[src/rtl/modul_s_if.sv]
// Signal bundle for the horizontal (S) traffic-light stage.
//   intretinere     : maintenance request, level (master -> slave)
//   Continuare_v_s  : handoff from the vertical stage (master -> slave)
//   buton_pieton    : pedestrian push-button, asynchronous (master -> slave)
//   Continuare_s_v  : handoff to the vertical stage (slave -> master)
//   Verde/Galben/Rosu_auto_S : car lamps (slave -> master)
//   Verde/Rosu_pieton        : pedestrian lamps (slave -> master)
interface modul_s_if;
  logic intretinere;
  logic Continuare_v_s;
  logic buton_pieton;
  logic Continuare_s_v;
  logic Verde_auto_S;
  logic Galben_auto_S;
  logic Rosu_auto_S;
  logic Verde_pieton;
  logic Rosu_pieton;

  modport master (
    output intretinere, Continuare_v_s, buton_pieton,
    input  Continuare_s_v, Verde_auto_S, Galben_auto_S, Rosu_auto_S,
           Verde_pieton, Rosu_pieton
  );

  modport slave (
    input  intretinere, Continuare_v_s, buton_pieton,
    output Continuare_s_v, Verde_auto_S, Galben_auto_S, Rosu_auto_S,
           Verde_pieton, Rosu_pieton
  );
endinterface

[src/rtl/modul_s.sv]
// Horizontal-direction traffic-light controller with handoff to/from the
// vertical stage, optional pedestrian phase and maintenance blink mode.
// Ports:
//   clk   : system clock, rising edge
//   reset : asynchronous, active-low
//   bus   : modul_s_if.slave (maintenance, handoff in/out, button, lamps)
// Parameters: SEC (clk cycles per tick), T_* state durations in ticks (>=1).
// Build option: define PIETON_EN to implement the pedestrian request path
// and the PIETONI phase; without it the button is ignored.
module modul_s #(
  parameter logic [23:0] SEC      = 24'd10000000,
  parameter logic [7:0]  T_START  = 8'd2,
  parameter logic [7:0]  T_GALBEN = 8'd2,
  parameter logic [7:0]  T_VERDE  = 8'd15,
  parameter logic [7:0]  T_STOP   = 8'd3,
  parameter logic [7:0]  T_PIETON = 8'd10
) (
  input  logic     clk,
  input  logic     reset,
  modul_s_if.slave bus
);

  typedef enum logic [2:0] {
    START, GALBEN, VERDE, GALBEN_STOP, PIETONI, PREDARE, ASTEPT, INTRETINERE
  } state_t;

  state_t      state, state_nx;
  logic [23:0] presc;
  logic [7:0]  timer;
  logic [7:0]  dur;
  logic        tick, timer_done;
  logic        intr_m, intr_s;
  logic        cv_prev, cv_rise, token;
  logic        blink;
  logic        ped_go;
  logic        v_nx, g_nx, r_nx, vp_nx, rp_nx, c_nx;
  logic        v_q, g_q, r_q, vp_q, rp_q, c_q;

  assign tick       = (presc == SEC - 24'd1);
  // Exit on the tick that brings the timer to the duration, so a state
  // lasts exactly dur*SEC cycles.
  assign timer_done = tick && (timer + 8'd1 == dur);
  assign cv_rise    = bus.Continuare_v_s & ~cv_prev;

`ifdef PIETON_EN
  logic but_m, but_s, but_d, ped_req;

  always_ff @(posedge clk or negedge reset) begin
    if (!reset) begin
      but_m   <= 1'b0;
      but_s   <= 1'b0;
      but_d   <= 1'b0;
      ped_req <= 1'b0;
    end else begin
      but_m <= bus.buton_pieton;
      but_s <= but_m;
      but_d <= but_s;
      if (state == INTRETINERE)
        ped_req <= 1'b0;
      else if (state_nx == PIETONI && state != PIETONI)
        ped_req <= 1'b0;
      else if (but_s && !but_d)
        ped_req <= 1'b1;
    end
  end

  assign ped_go = ped_req;
`else
  logic unused_button;
  assign unused_button = bus.buton_pieton;
  assign ped_go        = 1'b0;
`endif

  always_comb begin
    dur = 8'd1;
    case (state)
      START:       dur = T_START;
      GALBEN:      dur = T_GALBEN;
      VERDE:       dur = T_VERDE;
      GALBEN_STOP: dur = T_STOP;
      PIETONI:     dur = T_PIETON;
      default:     dur = 8'd1;
    endcase
  end

  always_comb begin
    state_nx = state;
    v_nx  = 1'b0;
    g_nx  = 1'b0;
    r_nx  = 1'b0;
    vp_nx = 1'b0;
    rp_nx = 1'b0;
    c_nx  = 1'b0;

    if (intr_s) begin
      state_nx = INTRETINERE;
    end else begin
      case (state)
        START:       if (timer_done) state_nx = GALBEN;
        GALBEN:      if (timer_done) state_nx = VERDE;
        VERDE:       if (timer_done) state_nx = GALBEN_STOP;
        GALBEN_STOP: if (timer_done) state_nx = ped_go ? PIETONI : PREDARE;
        PIETONI:     if (timer_done) state_nx = PREDARE;
        PREDARE:     if (timer_done) state_nx = ASTEPT;
        ASTEPT:      if (token)      state_nx = GALBEN;
        INTRETINERE: state_nx = START;
      endcase
    end

    case (state)
      START, ASTEPT:       begin r_nx = 1'b1; rp_nx = 1'b1; end
      GALBEN, GALBEN_STOP: begin g_nx = 1'b1; rp_nx = 1'b1; end
      VERDE:               begin v_nx = 1'b1; rp_nx = 1'b1; end
      PIETONI:             begin r_nx = 1'b1; vp_nx = 1'b1; end
      PREDARE:             begin r_nx = 1'b1; rp_nx = 1'b1; c_nx = 1'b1; end
      INTRETINERE:         g_nx = blink;
    endcase
  end

  always_ff @(posedge clk or negedge reset) begin
    if (!reset) begin
      state   <= START;
      presc   <= '0;
      timer   <= '0;
      intr_m  <= 1'b0;
      intr_s  <= 1'b0;
      cv_prev <= 1'b0;
      token   <= 1'b0;
      blink   <= 1'b1;
      v_q     <= 1'b0;
      g_q     <= 1'b0;
      r_q     <= 1'b1;
      vp_q    <= 1'b0;
      rp_q    <= 1'b1;
      c_q     <= 1'b0;
    end else begin
      state   <= state_nx;
      intr_m  <= bus.intretinere;
      intr_s  <= intr_m;
      cv_prev <= bus.Continuare_v_s;

      // Prescaler and timer restart together on every transition.
      if (state_nx != state) begin
        presc <= '0;
        timer <= '0;
      end else if (tick) begin
        presc <= '0;
        timer <= timer + 8'd1;
      end else begin
        presc <= presc + 24'd1;
      end

      // Consuming the token in ASTEPT takes priority over a coincident edge.
      if (state == INTRETINERE || (state == ASTEPT && token))
        token <= 1'b0;
      else if (cv_rise && (state == PREDARE || state == ASTEPT))
        token <= 1'b1;

      if (state != INTRETINERE)
        blink <= 1'b1;
      else if (tick)
        blink <= ~blink;

      v_q  <= v_nx;
      g_q  <= g_nx;
      r_q  <= r_nx;
      vp_q <= vp_nx;
      rp_q <= rp_nx;
      c_q  <= c_nx;
    end
  end

  assign bus.Verde_auto_S   = v_q;
  assign bus.Galben_auto_S  = g_q;
  assign bus.Rosu_auto_S    = r_q;
  assign bus.Verde_pieton   = vp_q;
  assign bus.Rosu_pieton    = rp_q;
  assign bus.Continuare_s_v = c_q;

endmodule

[src/flat_wrapper.sv]
// flat-port wrapper written by rule: the top's interface ports become plain ports
module modul_s_flat 
#(
  parameter logic [23:0] SEC      = 24'd10000000,
  parameter logic [7:0]  T_START  = 8'd2,
  parameter logic [7:0]  T_GALBEN = 8'd2,
  parameter logic [7:0]  T_VERDE  = 8'd15,
  parameter logic [7:0]  T_STOP   = 8'd3,
  parameter logic [7:0]  T_PIETON = 8'd10
)
  (clk, reset, bus_intretinere, bus_Continuare_v_s, bus_buton_pieton, bus_Continuare_s_v, bus_Verde_auto_S, bus_Galben_auto_S, bus_Rosu_auto_S, bus_Verde_pieton, bus_Rosu_pieton);
  modul_s_if bus_i ();
  input  logic clk;
  input  logic reset;
  input wire logic [$bits(bus_i.intretinere)-1:0] bus_intretinere;
  input wire logic [$bits(bus_i.Continuare_v_s)-1:0] bus_Continuare_v_s;
  input wire logic [$bits(bus_i.buton_pieton)-1:0] bus_buton_pieton;
  output wire logic [$bits(bus_i.Continuare_s_v)-1:0] bus_Continuare_s_v;
  output wire logic [$bits(bus_i.Verde_auto_S)-1:0] bus_Verde_auto_S;
  output wire logic [$bits(bus_i.Galben_auto_S)-1:0] bus_Galben_auto_S;
  output wire logic [$bits(bus_i.Rosu_auto_S)-1:0] bus_Rosu_auto_S;
  output wire logic [$bits(bus_i.Verde_pieton)-1:0] bus_Verde_pieton;
  output wire logic [$bits(bus_i.Rosu_pieton)-1:0] bus_Rosu_pieton;
  assign bus_i.intretinere = bus_intretinere;
  assign bus_i.Continuare_v_s = bus_Continuare_v_s;
  assign bus_i.buton_pieton = bus_buton_pieton;
  assign bus_Continuare_s_v = bus_i.Continuare_s_v;
  assign bus_Verde_auto_S = bus_i.Verde_auto_S;
  assign bus_Galben_auto_S = bus_i.Galben_auto_S;
  assign bus_Rosu_auto_S = bus_i.Rosu_auto_S;
  assign bus_Verde_pieton = bus_i.Verde_pieton;
  assign bus_Rosu_pieton = bus_i.Rosu_pieton;
  modul_s #(.SEC(SEC), .T_START(T_START), .T_GALBEN(T_GALBEN), .T_VERDE(T_VERDE), .T_STOP(T_STOP), .T_PIETON(T_PIETON)) u_core (.clk(clk), .reset(reset), .bus(bus_i));
endmodule
[config.mk]
export PLATFORM = sky130hd
export DESIGN_NAME = modul_s_flat
export DESIGN_NICKNAME = d
export VERILOG_FILES = /design/src/rtl/modul_s_if.sv /design/src/rtl/modul_s.sv /design/src/flat_wrapper.sv
export SDC_FILE = /design/constraint.sdc
export NUM_CORES = 1
export LEC_CHECK = 0
export ABC_AREA = 1
export BUFFER_PORTS_ARGS = -buffer_cell sky130_fd_sc_hd__buf_4
export CAP_MARGIN = 20
export CORE_MARGIN = 1
export CORE_UTILIZATION = 46
export DETAILED_ROUTE_END_ITERATION = 10
export PLACE_DENSITY = 0.63
export SKIP_CTS_REPAIR_TIMING = 1
export SYNTH_ARGS = -nofsm -noshare
export SYNTH_HDL_FRONTEND = slang
export SYNTH_SLANG_ARGS = --single-unit
[constraint.sdc]
create_clock -name clk -period 4.5 [get_ports clk]
set_input_delay 1.35 -clock clk [delete_from_list [all_inputs] [get_ports clk]]
set_output_delay 1.35 -clock clk [all_outputs]
set_load 0.05 [all_outputs]
Word-level counts from Yosys, hierarchy flattened
Index checks and enable logic that the tools add are counted.
{ "totals": {"reg_bits": 46, "inputBits": 5, "out_inout_bits": 6, "elab_cells": 67} }
{ "classes": {"addsub": 2, "n_eq_ne": 11, "mux": 23, "n_bitwise": 3, "reduce_logical": 14} }
{ "op_table": {"columns": ["op", "n"], "rows": [
  ["2-to-1 mux 24 bit", 2],
  ["adder 24 x 1 -> 24 bit (second input constant)", 1],
  ["== test 24 bit (second input constant)", 1],
  ["2-to-1 mux 3 bit", 7],
  ["one-hot mux 3 bit (7 select lines)", 1],
  ["2-to-1 mux 8 bit", 2],
  ["one-hot mux 4 bit (4 select lines)", 1],
  ["== test 3 bit (second input constant)", 4],
  ["2-to-1 mux 1 bit", 9],
  ["adder 8 x 1 -> 8 bit (second input constant)", 1],
  ["== test 8 x 4 -> 1 bit", 1],
  ["== test 3 x 2 -> 1 bit (second input constant)", 2],
  ["nonzero test 2 bit", 3],
  ["OR reduction 2 bit", 3],
  ["OR reduction 6 bit", 1],
  ["OR reduction 4 bit", 1],
  ["== test 3 x 1 -> 1 bit (second input constant)", 1],
  ["logical AND 1 bit", 3],
  ["logical NOT 3 bit", 1],
  ["inequality test 3 bit", 1],
  ["inequality test 3 bit (second input constant)", 1],
  ["logical OR 1 bit", 2],
  ["inverter 1 bit", 2],
  ["one-hot mux 1 bit (2 select lines)", 1],
  ["bitwise AND 1 bit", 1]
]} }

Logic depth before layout (Yosys ltp)
{ "logic_depth": {"ltp_word": 10, "mapped_depth": 19, "ltp_nobuf": 18} }

Least setup slack after synthesis
Ideal clock, no wire load.
{ "synth_timing": {"path_kind": "flip-flop to output port", "start": "register u_core.r_q, in the netlist u_core.bus.Rosu_auto_S", "end": "output bus_Rosu_auto_S", "arrival_ns": 0.656, "path_slack_ns": 2.494, "stages_incl_launch_ff": 1, "path_buffers": 0, "cell_sequence": "dfstp_2"} }
{ "synth_lines": {"columns": ["item", "line", "rtl"], "rows": [
  ["start: declaration", "modul_s.sv:37", "logic v_q, g_q, r_q, vp_q, rp_q, c_q;"],
  ["start signal: assignment", "modul_s.sv:166", "r_q <= r_nx;"],
  ["end: declaration", "flat_wrapper.sv:21", "output wire logic [$bits(bus_i.Rosu_auto_S)-1:0] bus_Rosu_auto_S;"]
]} }
No word-level cell between the ends.

Worst setup path in the final report
{ "layout_timing": {"start": "register u_core.presc[0]", "end": "register u_core.timer[7]"} }
{ "layout_via": {"elab_chain_len": 7, "word_cells_on_any_way": 12} }
{ "layout_rtl": {"columns": ["item", "line", "rtl"], "rows": [
  ["start: declaration", "modul_s.sv:28", "logic [23:0] presc;"],
  ["start signal: assignment", "modul_s.sv:150", "presc <= presc + 24'd1;"],
  ["== test 24 bit (*)", "modul_s.sv:39", "assign tick = (presc == SEC - 24'd1);"],
  ["logical AND 1 bit (*)", "modul_s.sv:42", "assign timer_done = tick && (timer + 8'd1 == dur);"],
  ["2-to-1 mux 3 bit, on equally long branches", null, null],
  ["one-hot mux 3 bit (7 select lines) (*)", "modul_s.sv:98", "case (state)"],
  ["2-to-1 mux 3 bit (*)", "modul_s.sv:95", "if (intr_s) begin"],
  ["net u_core.state_nx[0]", "modul_s.sv:27", "state_t state, state_nx;"],
  ["inequality test 3 bit (*)", "modul_s.sv:143", "if (state_nx != state) begin"],
  ["2-to-1 mux 8 bit / nonzero test 2 bit (equally long branches)", null, null],
  ["end signal: assignment", "modul_s.sv:148", "timer <= timer + 8'd1;"],
  ["end: declaration", "modul_s.sv:29", "logic [7:0] timer;"]
]} }
Mark *: on every way through the listed nets, which the timed path passes. The rest lies on a longest branch.
A chain may end at the register's enable or synchronous reset.

==> flow_summary.ini <==
[outcome]
outcome = finished, final reports clean

[grt]
globalRouteOverflowTotal = 0
grt_util_all_layers_pct = 19.4
use_met1_pct = 24.3
use_met3_pct = 4.08
busiest_layer = met2
grt_pass1_vias = 2510
grtUsageMet2_pct = 34.2
grt_max_degree = 47
antenna_found_initial = 0
grt_pass1_wl_um = 11000

[timing]
worst_pin_slew_ns = 0.685
fin_crit_sh_pct = 58.4
relSlewSlack_pct = 54.3
setup_viol = 0
max_freq_ghz = 0.380
period_minus_slack_ns = 2.63
final.setup.tns_ns = 0
final-hold-violation-count = 0
holdWs_ns = 0.361
rsz0062_at_grt = no
drv_slew = 0
finalClockSkew_ns = 0.00872

[yosys]
synth_edf_count = 0
ys_types = 34
synthArstFlopShare_pct = 100
netlist_area_sq_um = 3030
syn_avg_cell_area_sq_um = 7.29
synth_seq_cells = 46
ys_seq_area_share_pct = 38.2
synth_nets = 422
ys.flop_type = dfrtp_1
synthCells = 415
yosysWarnings = 0

[power]
p_leak_nw = 1.38
ir_worst_vdd_v = 0.000296
power_w = 0.00110
pwr_density_cell_nw_per_um2 = 342

[final_layout]
area_growth_syn_to_layout_pct = 6.33
final_common_cell = nand2_1
layout-drive-gt1-share_pct = 18.6
final_nets = 431
diodes = 0
fillers = 654
layout_common_cells = nand2_1 (109), inv_1 (56), dfrtp_1 (43), nor2_1 (38), nand3_1 (34)

[clock_tree]
clk_latency_ns = 0.31
cts_tree = yes
cts_made_buffers = 5
cts-htree-levels = 2
clock-sinks = 46
root_buffer = clkbuf_8
cts_buffer_depth = 2
clkSlewWorstSetupHoldPaths_ns = 0.09

[worst_setup_path]
rrSetupSlack_ns = 1.87
crit_type = flop to flop
crit_path_cell_trace = ha_1, nand4_2, nor2_4, nand3_2, nor2_1, nand3_1, nand2_1, nand3_2, nand2_2, nand2_1, nand2_2, nor2_4, nand2_4, nor2_1
critPathRequiredTime_ns = 4.67
crit_path_max_incr_delay_ns = 0.48
critPathLaunchType = flop
critical_path.max_fanout = 32
cp-end-kind = flop
cpMaxStageDelayCell = nand2_4
cp.arrival_ns = 2.80

[placement]
dp_hpwl_um = 4370
gp_congestion = 0.876
io_buffers = 9

[hold_path]
hold_class = flop to flop

[floorplanning]
coreArea_sq_um = 6350
dieArea_sq_um = 6910
start_util_pct = 47.7
die_y_um = 83.1
die_w_um = 83.1
rows = 29
design.portCount = 11

[run]
maxCapViolations = 0

[routing]
drtAntennaViolNets = 0
drc = 0
vias = 2541
drt-total-wl_um = 5980
viasPerCell = 5.06
firstDrtPassIters = 4
avgRoutedWirePerCell_um = 11.9
drt_iter0_drc = 106
[cells by family after synthesis]
family / share of synthesized area [%]
adders and majority gates: 0.827
DFF: 38.2
AOI/OAI and AO/OA: 4.34
buffers and inverters: 9.38
and+or+nand+nor: 44.7
xor gates and xnor gates: 2.60
[metrics by stage]
step | setup slack (ns) | std cells | utilization [%] | instance area, sq um
2_1_floorplan | 2.49 | 415 | - | 3030
3_3_place_gp | 1.86 | 494 | 49.3 | 3130
3_5_place_dp | 1.84 | 494 | 49.3 | 3130
4_1_cts | 1.82 | 502 | 50.7 | 3220
5_1_grt | 1.56 | 502 | 50.7 | 3220
6_report | 1.87 | 502 | 50.7 | 3220
[where the power goes]
| part | switching (W) | internal, W |
|---|---|---|
| Sequential | 0.0000269 | 0.000452 |
| Combinational | 0.000263 | 0.0000921 |
| Clock | 0.000156 | 0.000109 |
| Total | 0.000445 | 0.000654 |
[cell type report]
type	count	area [sq um]	area share, %
clock inverter	3	21.3	0.661
sequential	46	1150	35.9
multi-input combinational	303	1590	49.3
timing repair buffer	9	67.6	2.10
inverter	59	221	6.88
clock buffer	5	68.8	2.14
tap	77	96.3	2.99
[layer usage]
| layer | part of all wire [%] | up-vias |
|---|---|---|
| met2 | 48 | 26 |
| met1 | 48 | 1176 |
| li1 | - | 1330 |
| met4 | 1.2 | 0 |
| met3 | 2.4 | 9 |
| met5 | 0 | - |
[state kept, by name (all words and copies together), names as in the netlist]
register                   flops
u_core.bus.Verde_auto_S        1
u_core.bus.Continuare_s_v      1
u_core.state                   3
u_core.intr_m                  1
u_core.cv_prev                 1
u_core.bus.Rosu_auto_S         1
u_core.intr_s                  1
u_core.bus.Rosu_pieton         1
u_core.timer                   8
u_core.bus.Galben_auto_S       1
u_core.presc                  24
u_core.bus.Verde_pieton        1
u_core.blink                   1
u_core.token                   1
[Yosys cell counts (3+ instances only)]
| master | instances | area share [%] |
|---|---|---|
| dfrtp_1 | 43 | 36 |
| xor2_1 | 8 | 2.3 |
| nand4_1 | 17 | 3.5 |
| nor2_1 | 38 | 4.7 |
| nor4_1 | 3 | 0.62 |
| nand3_2 | 4 | 1.3 |
| nand3_1 | 34 | 5.6 |
| o21ai_0 | 15 | 2.5 |
| inv_1 | 56 | 6.9 |
| nand2_1 | 109 | 14 |
| a21oi_1 | 4 | 0.66 |
| nor2_4 | 12 | 4.5 |
| nor3_1 | 9 | 1.5 |
| nor2_2 | 28 | 5.8 |
| or2_2 | 6 | 1.2 |
| dfstp_2 | 3 | 2.6 |
| nand2_2 | 3 | 0.62 |
[worst paths after layout]
| kind | end | from | depth (start not counted) |
|---|---|---|---|
| max reg2reg | u_core.timer[7] | u_core.presc[0] | 14 |
| max in group asynchronous | u_core.cv_prev | reset | 1 |
| min reg2reg | u_core.intr_s | u_core.intr_m | 0 |
| min | u_core.intr_s | u_core.intr_m | 0 |
| max | u_core.timer[7] | u_core.presc[0] | 14 |
| min in group asynchronous | u_core.timer[2] | reset | 1 |
[worst max-delay path: cells and delay by family, from the launching register on]
family	cells	cell delay, ns
AND/OR/NAND/NOR	13	1.84
flip-flops	1	0.37
adder cells (fa/ha/maj)	1	0.23
Power figures use the tool's default switching activity.
